$ cat src/rtl/uart_response_tx.sv
// Two-byte UART response transmitter: command byte then value byte, back to back.
// Define UART_PARITY_EN to add an even-parity bit to each byte (8E1); otherwise 8N1.
module uart_response_tx #(
  parameter int CLK_FREQ  = 50000000,
  parameter int BAUD_RATE = 9600
) (
  input  logic       clock,
  input  logic       reset_n,
  input  logic       send_request,
  input  logic [7:0] command_byte,
  input  logic [7:0] value_byte,
  output logic       tx,
  output logic       busy,
  output logic       done
);

  // state  | meaning
  // IDLE   | line high, waiting for a send_request rising edge
  // START  | start bit (0) of the current byte
  // DATA   | data bits, LSB first, bit_idx_q selects the bit
  // PARITY | even parity of the current byte (UART_PARITY_EN builds only)
  // STOP   | stop bit (1); after byte 1 the transfer ends

  localparam int CLKS_PER_BIT = CLK_FREQ / BAUD_RATE;
  localparam int CNT_W = (CLKS_PER_BIT > 1) ? $clog2(CLKS_PER_BIT) : 1;
  localparam logic [CNT_W-1:0] CNT_LAST = CNT_W'(CLKS_PER_BIT - 1);

`ifdef UART_PARITY_EN
  typedef enum logic [2:0] {IDLE, START, DATA, PARITY, STOP} state_t;
`else
  typedef enum logic [2:0] {IDLE, START, DATA, STOP} state_t;
`endif

  state_t           state_q, state_d;
  logic [CNT_W-1:0] cnt_q, cnt_d;
  logic [2:0]       bit_idx_q, bit_idx_d;
  logic             byte_idx_q, byte_idx_d;
  logic [7:0]       cmd_q, cmd_d;
  logic [7:0]       val_q, val_d;
  logic             tx_q, tx_d;
  logic             req_prev_q;
  logic             req_rise;
  logic             bit_end;
  logic [7:0]       cur_byte_d;

  assign req_rise = send_request & ~req_prev_q;
  assign bit_end  = (cnt_q == CNT_LAST);

  // History resets high so a request already asserted at reset release is not an edge.
  always_ff @(posedge clock or negedge reset_n) begin
    if (!reset_n) begin
      state_q    <= IDLE;
      cnt_q      <= '0;
      bit_idx_q  <= '0;
      byte_idx_q <= 1'b0;
      cmd_q      <= 8'h00;
      val_q      <= 8'h00;
      tx_q       <= 1'b1;
      req_prev_q <= 1'b1;
    end else begin
      state_q    <= state_d;
      cnt_q      <= cnt_d;
      bit_idx_q  <= bit_idx_d;
      byte_idx_q <= byte_idx_d;
      cmd_q      <= cmd_d;
      val_q      <= val_d;
      tx_q       <= tx_d;
      req_prev_q <= send_request;
    end
  end

  always_comb begin
    state_d    = state_q;
    cnt_d      = cnt_q;
    bit_idx_d  = bit_idx_q;
    byte_idx_d = byte_idx_q;
    cmd_d      = cmd_q;
    val_d      = val_q;

    if (state_q != IDLE) begin
      cnt_d = bit_end ? '0 : cnt_q + 1'b1;
    end

    unique case (state_q)
      IDLE: begin
        if (req_rise) begin
          cmd_d      = command_byte;
          val_d      = value_byte;
          byte_idx_d = 1'b0;
          bit_idx_d  = '0;
          cnt_d      = '0;
          state_d    = START;
        end
      end
      START: begin
        if (bit_end) begin
          bit_idx_d = '0;
          state_d   = DATA;
        end
      end
      DATA: begin
        if (bit_end) begin
          if (bit_idx_q == 3'd7) begin
`ifdef UART_PARITY_EN
            state_d = PARITY;
`else
            state_d = STOP;
`endif
          end else begin
            bit_idx_d = bit_idx_q + 3'd1;
          end
        end
      end
`ifdef UART_PARITY_EN
      PARITY: begin
        if (bit_end) begin
          state_d = STOP;
        end
      end
`endif
      STOP: begin
        if (bit_end) begin
          if (!byte_idx_q) begin
            byte_idx_d = 1'b1;
            state_d    = START;
          end else begin
            state_d = IDLE;
          end
        end
      end
      default: state_d = IDLE;
    endcase

    // tx is registered from the next state so the line never glitches.
    cur_byte_d = byte_idx_d ? val_d : cmd_d;
    unique case (state_d)
      IDLE:    tx_d = 1'b1;
      START:   tx_d = 1'b0;
      DATA:    tx_d = cur_byte_d[bit_idx_d];
`ifdef UART_PARITY_EN
      PARITY:  tx_d = ^cur_byte_d;
`endif
      STOP:    tx_d = 1'b1;
      default: tx_d = 1'b1;
    endcase
  end

  assign tx   = tx_q;
  assign busy = (state_q != IDLE);
  assign done = (state_q == STOP) && byte_idx_q && bit_end;

endmodule

$ cat config.mk
export PLATFORM = sky130hd
export DESIGN_NAME = uart_response_tx
export DESIGN_NICKNAME = d
export VERILOG_FILES = /design/src/rtl/uart_response_tx.sv
export SDC_FILE = /design/constraint.sdc
export NUM_CORES = 1
export LEC_CHECK = 0
export ABC_AREA = 1
export ABC_CLOCK_PERIOD_IN_PS = 1800
export BUFFER_PORTS_ARGS = -buffer_cell sky130_fd_sc_hd__buf_2
export CAP_MARGIN = 20
export CORE_MARGIN = 2
export CORE_UTILIZATION = 40
export DETAILED_ROUTE_END_ITERATION = 7
export PLACE_DENSITY = 0.65
export SYNTH_ARGS = -nofsm -noshare
export SYNTH_HDL_FRONTEND = slang
export SYNTH_SLANG_ARGS = --single-unit
$ cat constraint.sdc
create_clock -name clock -period 1.8 [get_ports clock]
set_input_delay 0.36 -clock clock [delete_from_list [all_inputs] [get_ports clock]]
set_output_delay 0.36 -clock clock [all_outputs]
set_load 0.05 [all_outputs]
==> impl_table.tex, run 1 <==
\begin{tabular}{lr}
\hline
Metric & Value \\
\hline
\multicolumn{2}{l}{\textbf{Clocking}} \\
\quad Post-CTS Hold Fix Bufs & 0 \\
\quad Clock sink total & 38 \\
\quad Number of buffers created by CTS & 5 \\
\quad Clock tree from TritonCTS & built \\
\quad H-tree levels & 2 \\
\quad Clock latency on the worst-skew pair & between 0.2 and 0.3 ns \\
\quad Clock slew at the register clock pins of the worst setup and hold paths & $\sim$0.070 ns \\
\quad Root buffer cell & clkbuf\_8 \\
\quad Worst-case clock buffer depth & 2 \\
\multicolumn{2}{l}{\textbf{Yosys}} \\
\quad EDFF count, synth & 0 \\
\quad \#FFs+latches synth & 38 \\
\quad Mapped Avg Cell Area & 7.88 um2 \\
\quad Count of unique library cells instantiated by Yosys & 34 \\
\quad Warning count from the yosys run & 0 \\
\quad Async set or reset register ratio after synthesis & 1.00 \\
\quad Sequential cell area fraction in the yosys report & 0.393 \\
\quad Mapped Area & between 2000 and 2500 um2 \\
\quad Cell count after synthesis & a little over 300 \\
\quad Main synth FF type & dfrtp\_1 \\
\quad Post-synthesis net count & approximately 330 \\
\multicolumn{2}{l}{\textbf{Global route}} \\
\quad Via count of the first global-routing pass & $\sim$2,000 \\
\quad Most heavily used metal layer in global routing & met2 \\
\quad Number of antenna violations at the first check in global routing & 0 \\
\quad Met3 Usage GRT & 0.0341 \\
\quad Routing usage on met2 & 0.273 \\
\quad Largest net degree at the start of global routing & 21 \\
\quad Global route overflow & 0 \\
\quad Met1 usage in global routing & 0.223 \\
\quad Global-route usage over all layers & 0.171 \\
\quad Global-route wire length before repair & around 9 mm \\
\multicolumn{2}{l}{\textbf{Die}} \\
\quad Ports & 22 \\
\quad Die Outline Area & 6700 um2 \\
\quad Chip Width & a little over 80 um \\
\quad Core footprint & about 5900 um2 \\
\quad Initial cell density of the core & 0.412 \\
\quad Row count & 28 \\
\quad Die boundary height & approximately 82 um \\
\multicolumn{2}{l}{\textbf{Worst hold path}} \\
\quad Worst Hold Class & in -> async \\
\multicolumn{2}{l}{\textbf{Timing}} \\
\quad Hold Fails Final Rpt & 0 \\
\quad Worst setup skew after layout & between 0.006 and 0.007 ns \\
\quad Minimum period implied by the final worst setup slack & approximately 2.0 ns \\
\quad Worst-case setup margin in the final layout & -0.170 ns \\
\quad Final Cycle Share & 1.09 \\
\quad Total negative slack & -1.28 ns \\
\quad Number of pins exceeding their max-slew limit in the final report & 0 \\
\quad Unrepaired setup endpoints after global routing & yes \\
\quad Final number of setup-violating endpoints & 14 \\
\quad Maximum clock rate & 508 MHz \\
\multicolumn{2}{l}{\textbf{Cells and area}} \\
\quad Layout cell share with drive strength beyond 1 & 0.388 \\
\quad Most common library cell in the layout ignoring fill and taps & nand2\_1 \\
\quad Filler instances & 545 \\
\quad Area of all placed cells without fillers & 3180 um2 \\
\quad Final nets & around 390 \\
\quad Layout overhead on the synthesized area & 30.9\% \\
\quad Top library cells by usage in the layout, fill and taps aside & 81 x nand2\_1, 42 x inv\_1, 34 x dfrtp\_1, 29 x buf\_4, 23 x nand3\_1 \\
\quad Count of antenna diodes in the layout & 0 \\
\multicolumn{2}{l}{\textbf{Power and ir drop}} \\
\quad Static leakage & roughly 0.0017 uW \\
\quad Max IR drop VDD & a little under 0.4 mV \\
\quad Power per cell area & slightly above 700 nW/um2 \\
\multicolumn{2}{l}{\textbf{Drt}} \\
\quad Overall routed net length & approximately 5.3 mm \\
\quad Number of vias per cell & about 4.7 \\
\quad Drt initial violations & 74 \\
\quad Number of detailed-routing iterations run before antenna repair & 4 \\
\quad DRC violation count after routing & 0 \\
\quad Per-cell routed wire length & roughly 12 um \\
\quad Number of nets with antenna violations after detailed routing & 0 \\
\quad Total vias in the final route & roughly 2,100 \\
\multicolumn{2}{l}{\textbf{Critical path}} \\
\quad CP top delay family & simple AND/OR/NAND/NOR gates \\
\quad CP Data Required Time & about 1.4 ns \\
\quad Critical Path, Cell by Cell & ha\_2 > nand2\_2 > nor2\_2 > nand3\_2 > nor3\_4 > buf\_6 \\
\quad Reg2Reg Capture Point & tx \\
\quad Worst R2R Start & cnt\_q[0] \\
\quad Setup slack on the worst flop-to-flop path & -0.12 ns \\
\quad Buffers \& Inverters on Critical Path & 1 \\
\quad Arrival time of the worst setup path & $\sim$1.6 ns \\
\quad Largest fanout on the critical path & 3 \\
\quad Critical Path Start Type & register \\
\quad Delay of the slowest critical-path stage & between 0.3 and 0.4 ns \\
\quad Start-to-end type of the worst setup path & reg -> out \\
\quad Slowest library cell on the worst path & dfrtp\_1 \\
\quad Crit path capture type & output port \\
\quad Cell count of the worst reg-to-reg path & 15 \\
\multicolumn{2}{l}{\textbf{Outcome}} \\
\quad Run status & finished with violations \\
\quad Violations in the final reports & setup timing \\
\multicolumn{2}{l}{\textbf{Place}} \\
\quad Post-detailed-placement cell area & around 2800 um2 \\
\quad Placer congestion estimate & approximately 0.85 \\
\quad Count of buffers from port buffering & 21 \\
\quad HPWL after detailed placement & approximately 3.9 mm \\
\multicolumn{2}{l}{\textbf{Run}} \\
\quad Number of max-cap violations & 0 \\
\hline
\end{tabular}
## worst max path at each step
stage / from / to / slack (ns) / cells past startpoint
finish: cnt_q[0] / done / -0.17 / 6
global route: cnt_q[0] / tx / -0.27 / 15
global placement: cnt_q[0] / tx / 0.003 / 14
CTS: cnt_q[0] / done / -0.14 / 6
floorplan: cnt_q[1] / tx / 0.05 / 14
detailed placement: cnt_q[0] / tx / -0.1 / 14
## report_power, final
group          switching, uW  internal (uW)
sequential              56.5            962
clock                    306            452
combinational            299            227
total                    661           1640
## logic make-up after synthesis
group                    Yosys count  synth area share
buffers and inverters             54            0.0995
other                              1           0.00155
AND/OR/NAND/NOR                  183             0.419
flip-flops                        38             0.393
AO/OA/AOI/OAI                     28            0.0691
adder cells (fa/ha/maj)            2            0.0103
XOR/XNOR                           2           0.00722
## area by class of cell
cell class | count | area, um2 | area share
well taps | 75 | 93.8 | 0.0295
clock buffers | 7 | 86.3 | 0.0272
inverters | 51 | 204 | 0.0642
multi-input cells | 216 | 1360 | 0.429
flip-flops and latches | 38 | 956 | 0.301
clock inverters | 1 | 30.0 | 0.00945
repair buffers | 58 | 443 | 0.139
## cell usage after synthesis, types with 2 or more instances
library cell | count | area, um2
nand4_1 | 8 | 50.1
o21ai_1 | 6 | 30.0
dfrtp_1 | 36 | 901
nand3_4 | 2 | 35.0
xor2_1 | 2 | 17.5
nor2_2 | 2 | 12.5
nor2_1 | 16 | 60.1
nand2_1 | 88 | 330
nor2_4 | 4 | 45.0
nor3_1 | 6 | 30.0
nand2_2 | 13 | 81.3
dfstp_2 | 2 | 52.6
ha_1 | 2 | 25.0
nand3_1 | 26 | 130
o21ai_2 | 4 | 35.0
nor2_8 | 4 | 80.1
o21ai_0 | 4 | 20.0
a21oi_1 | 10 | 50.1
inv_2 | 4 | 15.0
nand3_2 | 3 | 30.0
nand2_4 | 7 | 78.8
buf_6 | 2 | 22.5
inv_1 | 46 | 173
## worst register-to-register path, delay by kind of cell (launching register included)
family / cells / cell delay [ns]
simple gates: 8 / 0.62
fa+ha+maj: 1 / 0.20
buf+inv: 4 / 0.45
compound gates: 2 / 0.20
flops: 1 / 0.38
## flip-flops by register name, summed over array words and instances, names as in the netlist
register / flops
cnt_q: 13
bit_idx_q: 3
val_q: 8
req_prev_q: 1
tx: 1
state_q: 3
byte_idx_q: 1
cmd_q: 8
## timing repair
action | in CTS | in global routing
pin swaps | 10 | 15
buffers inserted | 10 | 7
endpoints found under the hold margin | 0 | 0
resized for setup | 11 | 43
endpoints found under the setup margin | 4 | 17
gates cloned | 0 | 0
## metal layers
metal	vias to the layer above	wire length [um]	share of wire
met3	11	131	0.025
met5	-	0	0
li1	1100	-	-
met1	954	2460	0.46
met2	29	2560	0.48
met4	0	156	0.029
## metrics by stage
stage	util	hold slack (ns)	total power (uW)	std cells	worst slack (ns)
detailed placement	0.472	0.341	1490	422	-0.0964
CTS	0.509	0.0226	2290	439	-0.138
floorplan	-	0.0644	1340	308	0.0525
global route	0.540	0.0325	2450	446	-0.275
finish	0.540	0.0244	2300	446	-0.170
global placement	0.472	0.347	1480	422	0.00344
No activity file was read; power rests on OpenSTA's default activity.
==> run 2: changes to the inputs <==
--- a/config.mk
+++ b/config.mk
@@ -9,6 +9,7 @@
 export ABC_CLOCK_PERIOD_IN_PS = 1800
 export BUFFER_PORTS_ARGS = -buffer_cell sky130_fd_sc_hd__buf_2
 export CAP_MARGIN = 20
+export CORE_ASPECT_RATIO = 0.9
 export CORE_MARGIN = 2
 export CORE_UTILIZATION = 40
 export DETAILED_ROUTE_END_ITERATION = 7
==> impl_table.tex, run 2 (same netlist as run 1, synthesis figures left out) <==
\begin{tabular}{lr}
\hline
Metric & Value \\
\hline
\multicolumn{2}{l}{\textbf{Outcome}} \\
\quad Run status & finished with violations \\
\quad Violations in the final reports & setup timing \\
\multicolumn{2}{l}{\textbf{Clocking}} \\
\quad H-tree levels & 2 (unchanged) \\
\quad Clock tree from TritonCTS & built \\
\quad Clock slew at the register clock pins of the worst setup and hold paths & 0.08 ns (about the same) \\
\quad Root buffer cell & clkbuf\_8 \\
\quad Clock sink total & 38 (unchanged) \\
\quad Number of buffers created by CTS & 5 (unchanged) \\
\quad Clock latency on the worst-skew pair & 0.30 ns (about the same) \\
\quad Worst-case clock buffer depth & 2 (unchanged) \\
\quad Post-CTS Hold Fix Bufs & 0 (unchanged) \\
\multicolumn{2}{l}{\textbf{Die}} \\
\quad Chip Width & 86.1 um (+5.1\%) \\
\quad Die Outline Area & 6710 um2 (about the same) \\
\quad Row count & 26 (-7.1\%) \\
\quad Core footprint & 5760 um2 (-2.2\%) \\
\quad Ports & 22 (unchanged) \\
\quad Initial cell density of the core & 0.421 (+0.00914) \\
\quad Die boundary height & 77.9 um (-4.9\%) \\
\multicolumn{2}{l}{\textbf{Critical path}} \\
\quad CP Data Required Time & 1.44 ns (about the same) \\
\quad Largest fanout on the critical path & 4 (+1) \\
\quad Worst Setup SP & state\_q[2] \\
\quad Crit path capture type & output port \\
\quad Reg2Reg Capture Point & tx \\
\quad Slowest library cell on the worst path & dfrtp\_2 \\
\quad Critical Path Start Type & register \\
\quad Crit. path cell count & 5 (-1) \\
\quad Setup slack on the worst flop-to-flop path & -0.01 ns (+0.11 ns) \\
\quad Cell count of the worst reg-to-reg path & 15 (unchanged) \\
\quad Arrival time of the worst setup path & 1.58 ns (-0.03 ns) \\
\quad Buffers \& Inverters on Critical Path & 3 (+2) \\
\quad Worst setup endpoint & done \\
\quad CP top delay family & flip-flops \\
\quad Delay of the slowest critical-path stage & 0.45 ns (+0.07 ns) \\
\quad Critical Path, Cell by Cell & buf\_4 > nor3\_2 > inv\_2 > nor3\_4 > buf\_6 \\
\quad Worst R2R Start & cnt\_q[1] \\
\quad Start-to-end type of the worst setup path & reg -> out \\
\multicolumn{2}{l}{\textbf{Place}} \\
\quad HPWL after detailed placement & 3.92 mm (+1.7\%) \\
\quad Placer congestion estimate & 0.828 (-2.3\%) \\
\quad Count of buffers from port buffering & 21 (unchanged) \\
\quad Worst setup slack before clock tree synthesis & -0.0671 ns (+0.0293 ns) \\
\multicolumn{2}{l}{\textbf{Drt}} \\
\quad Routed met3 length & 158 um (+21\%) \\
\quad Number of vias per cell & 4.80 (+2.3\%) \\
\quad DRC violation count after routing & 0 (unchanged) \\
\quad Drt initial violations & 67 (-9.5\%) \\
\quad Total vias in the final route & 2,074 (-0.96\%) \\
\quad Met2 routed wirelength & 2.33 mm (-8.8\%) \\
\quad Number of detailed-routing iterations run before antenna repair & 4 (unchanged) \\
\quad Number of nets with antenna violations after detailed routing & 0 (unchanged) \\
\quad Top Layer Used & met4 \\
\quad Met1 wire length & 2.53 mm (+3.0\%) \\
\quad Per-cell routed wire length & 11.9 um (-0.17\%) \\
\quad Overall routed net length & 5.13 mm (-3.3\%) \\
\multicolumn{2}{l}{\textbf{Cells and area}} \\
\quad Total area of multi-input combinational cells & 1270 um2 (-6.9\%) \\
\quad Final nets & 382 (-2.3\%) \\
\quad Count of antenna diodes in the layout & 0 (unchanged) \\
\quad Most common library cell in the layout ignoring fill and taps & nand2\_1 \\
\quad Top library cells by usage in the layout, fill and taps aside & 86 x nand2\_1, 46 x inv\_1, 34 x dfrtp\_1, 25 x nand3\_1, 23 x buf\_4 \\
\quad Top flop regs & cnt\_q: 13 flops, cmd\_q: 8 flops, val\_q: 8 flops \\
\quad Max FFs per register & 13 (unchanged) \\
\quad Layout overhead on the synthesized area & 22.6\% \\
\quad Register area & 956 um2 (unchanged) \\
\quad Layout cell share with drive strength beyond 1 & 0.318 (-0.0705) \\
\quad Filler instances & 544 (-0.18\%) \\
\quad Register with the highest flop count & cnt\_q \\
\multicolumn{2}{l}{\textbf{Power and ir drop}} \\
\quad Power per cell area & 713 nW/um2 (-1.7\%) \\
\quad Max IR drop VDD & 0.266 mV (-33\%) \\
\quad Static leakage & 0.00161 uW (-4.6\%) \\
\multicolumn{2}{l}{\textbf{Timing}} \\
\quad Unrepaired setup endpoints after global routing & yes \\
\quad Worst setup skew after layout & 0.00578 ns (-0.00102 ns) \\
\quad Number of pins exceeding their max-slew limit in the final report & 0 (unchanged) \\
\quad Final number of setup-violating endpoints & 2 (-12) \\
\quad Final worst hold slack & 0.00223 ns (-0.0222 ns) \\
\quad Final Cycle Share & 1.08 (-0.0189) \\
\quad Hold Fails Final Rpt & 0 (unchanged) \\
\quad Minimum period implied by the final worst setup slack & 1.94 ns (-0.0341 ns) \\
\quad Maximum clock rate & 517 MHz (+1.8\%) \\
\quad Worst-case setup margin in the final layout & -0.136 ns (+0.0341 ns) \\
\multicolumn{2}{l}{\textbf{Global route}} \\
\quad Via count of the first global-routing pass & 2,046 (+4.6\%) \\
\quad Global-route usage over all layers & 0.171 (+0.000264) \\
\quad Number of antenna violations at the first check in global routing & 0 (unchanged) \\
\quad Largest net degree at the start of global routing & 21 (unchanged) \\
\quad Global route overflow & 0 (unchanged) \\
\quad Global-route wire length before repair & 9.10 mm (+3.9\%) \\
\multicolumn{2}{l}{\textbf{Worst hold path}} \\
\quad Worst Hold Class & in -> async \\
\multicolumn{2}{l}{\textbf{Run}} \\
\quad Number of max-cap violations & 0 (unchanged) \\
\hline
\end{tabular}
## run 2: cell count changes in the layout (fill, tap and decap cells not counted), moves of 2 or more
cell,delta
a21oi_1,+3
a21oi_2,-3
buf_4,-6
buf_6,-5
inv_1,+4
inv_2,-3
nand2_1,+5
nand2_4,-4
nand3_1,+2
nor3_1,+2
nor3_2,-2
o21ai_0,+4
o21ai_2,-4
## run 2: routing by layer
layer	vias up	track usage
li1	1086	-
met1	951	0.227
met2	28	0.275
met3	9	0.0372
met4	0	0.0587
met5	-	0
## run 2: through the flow
step                      power, uW  cells  utilization  area [um2]  setup TNS [ns]
after floorplan                1340    308            -        2440               0
after global placement         1490    421        0.486        2800         -0.0220
after detailed placement       1500    421        0.486        2800         -0.0964
after CTS                      2150    432        0.515        2970          -0.168
after global routing           2250    432        0.517        2970          -0.502
final                          2120    432        0.517        2970          -0.147
## run 2: layout make-up
class / instances / share of cell area
clock buffers: 6 / 0.0278
clock inverters: 2 / 0.00421
inverters: 51 / 0.0669
multi-input cells: 216 / 0.427
flip-flops and latches: 38 / 0.321
well taps: 70 / 0.0294
repair buffers: 49 / 0.123
## run 2: power by group
group          leakage (uW)  internal, uW  total, uW  switching [uW]
logic               0.00108           200        476             276
registers          0.000483           962       1020            54.9
clock network     0.0000472           308        627             319
## run 2: how the worst min path moves through the flow
stage	from	endpoint	slack (ns)
6_report	reset_n	cnt_q[9]	0.002
5_1_grt	reset_n	cnt_q[9]	0.03
4_1_cts	reset_n	bit_idx_q[1]	0.008
3_5_place_dp	reset_n	cnt_q[9]	0.34
3_3_place_gp	reset_n	cnt_q[9]	0.33
2_1_floorplan	reset_n	bit_idx_q[0]	0.06
## run 2: repair_timing
action                     CTS  global route
gates resized for setup     11             3
setup endpoints to repair    2             4
setup buffers                3             0
pin swaps                    4             1
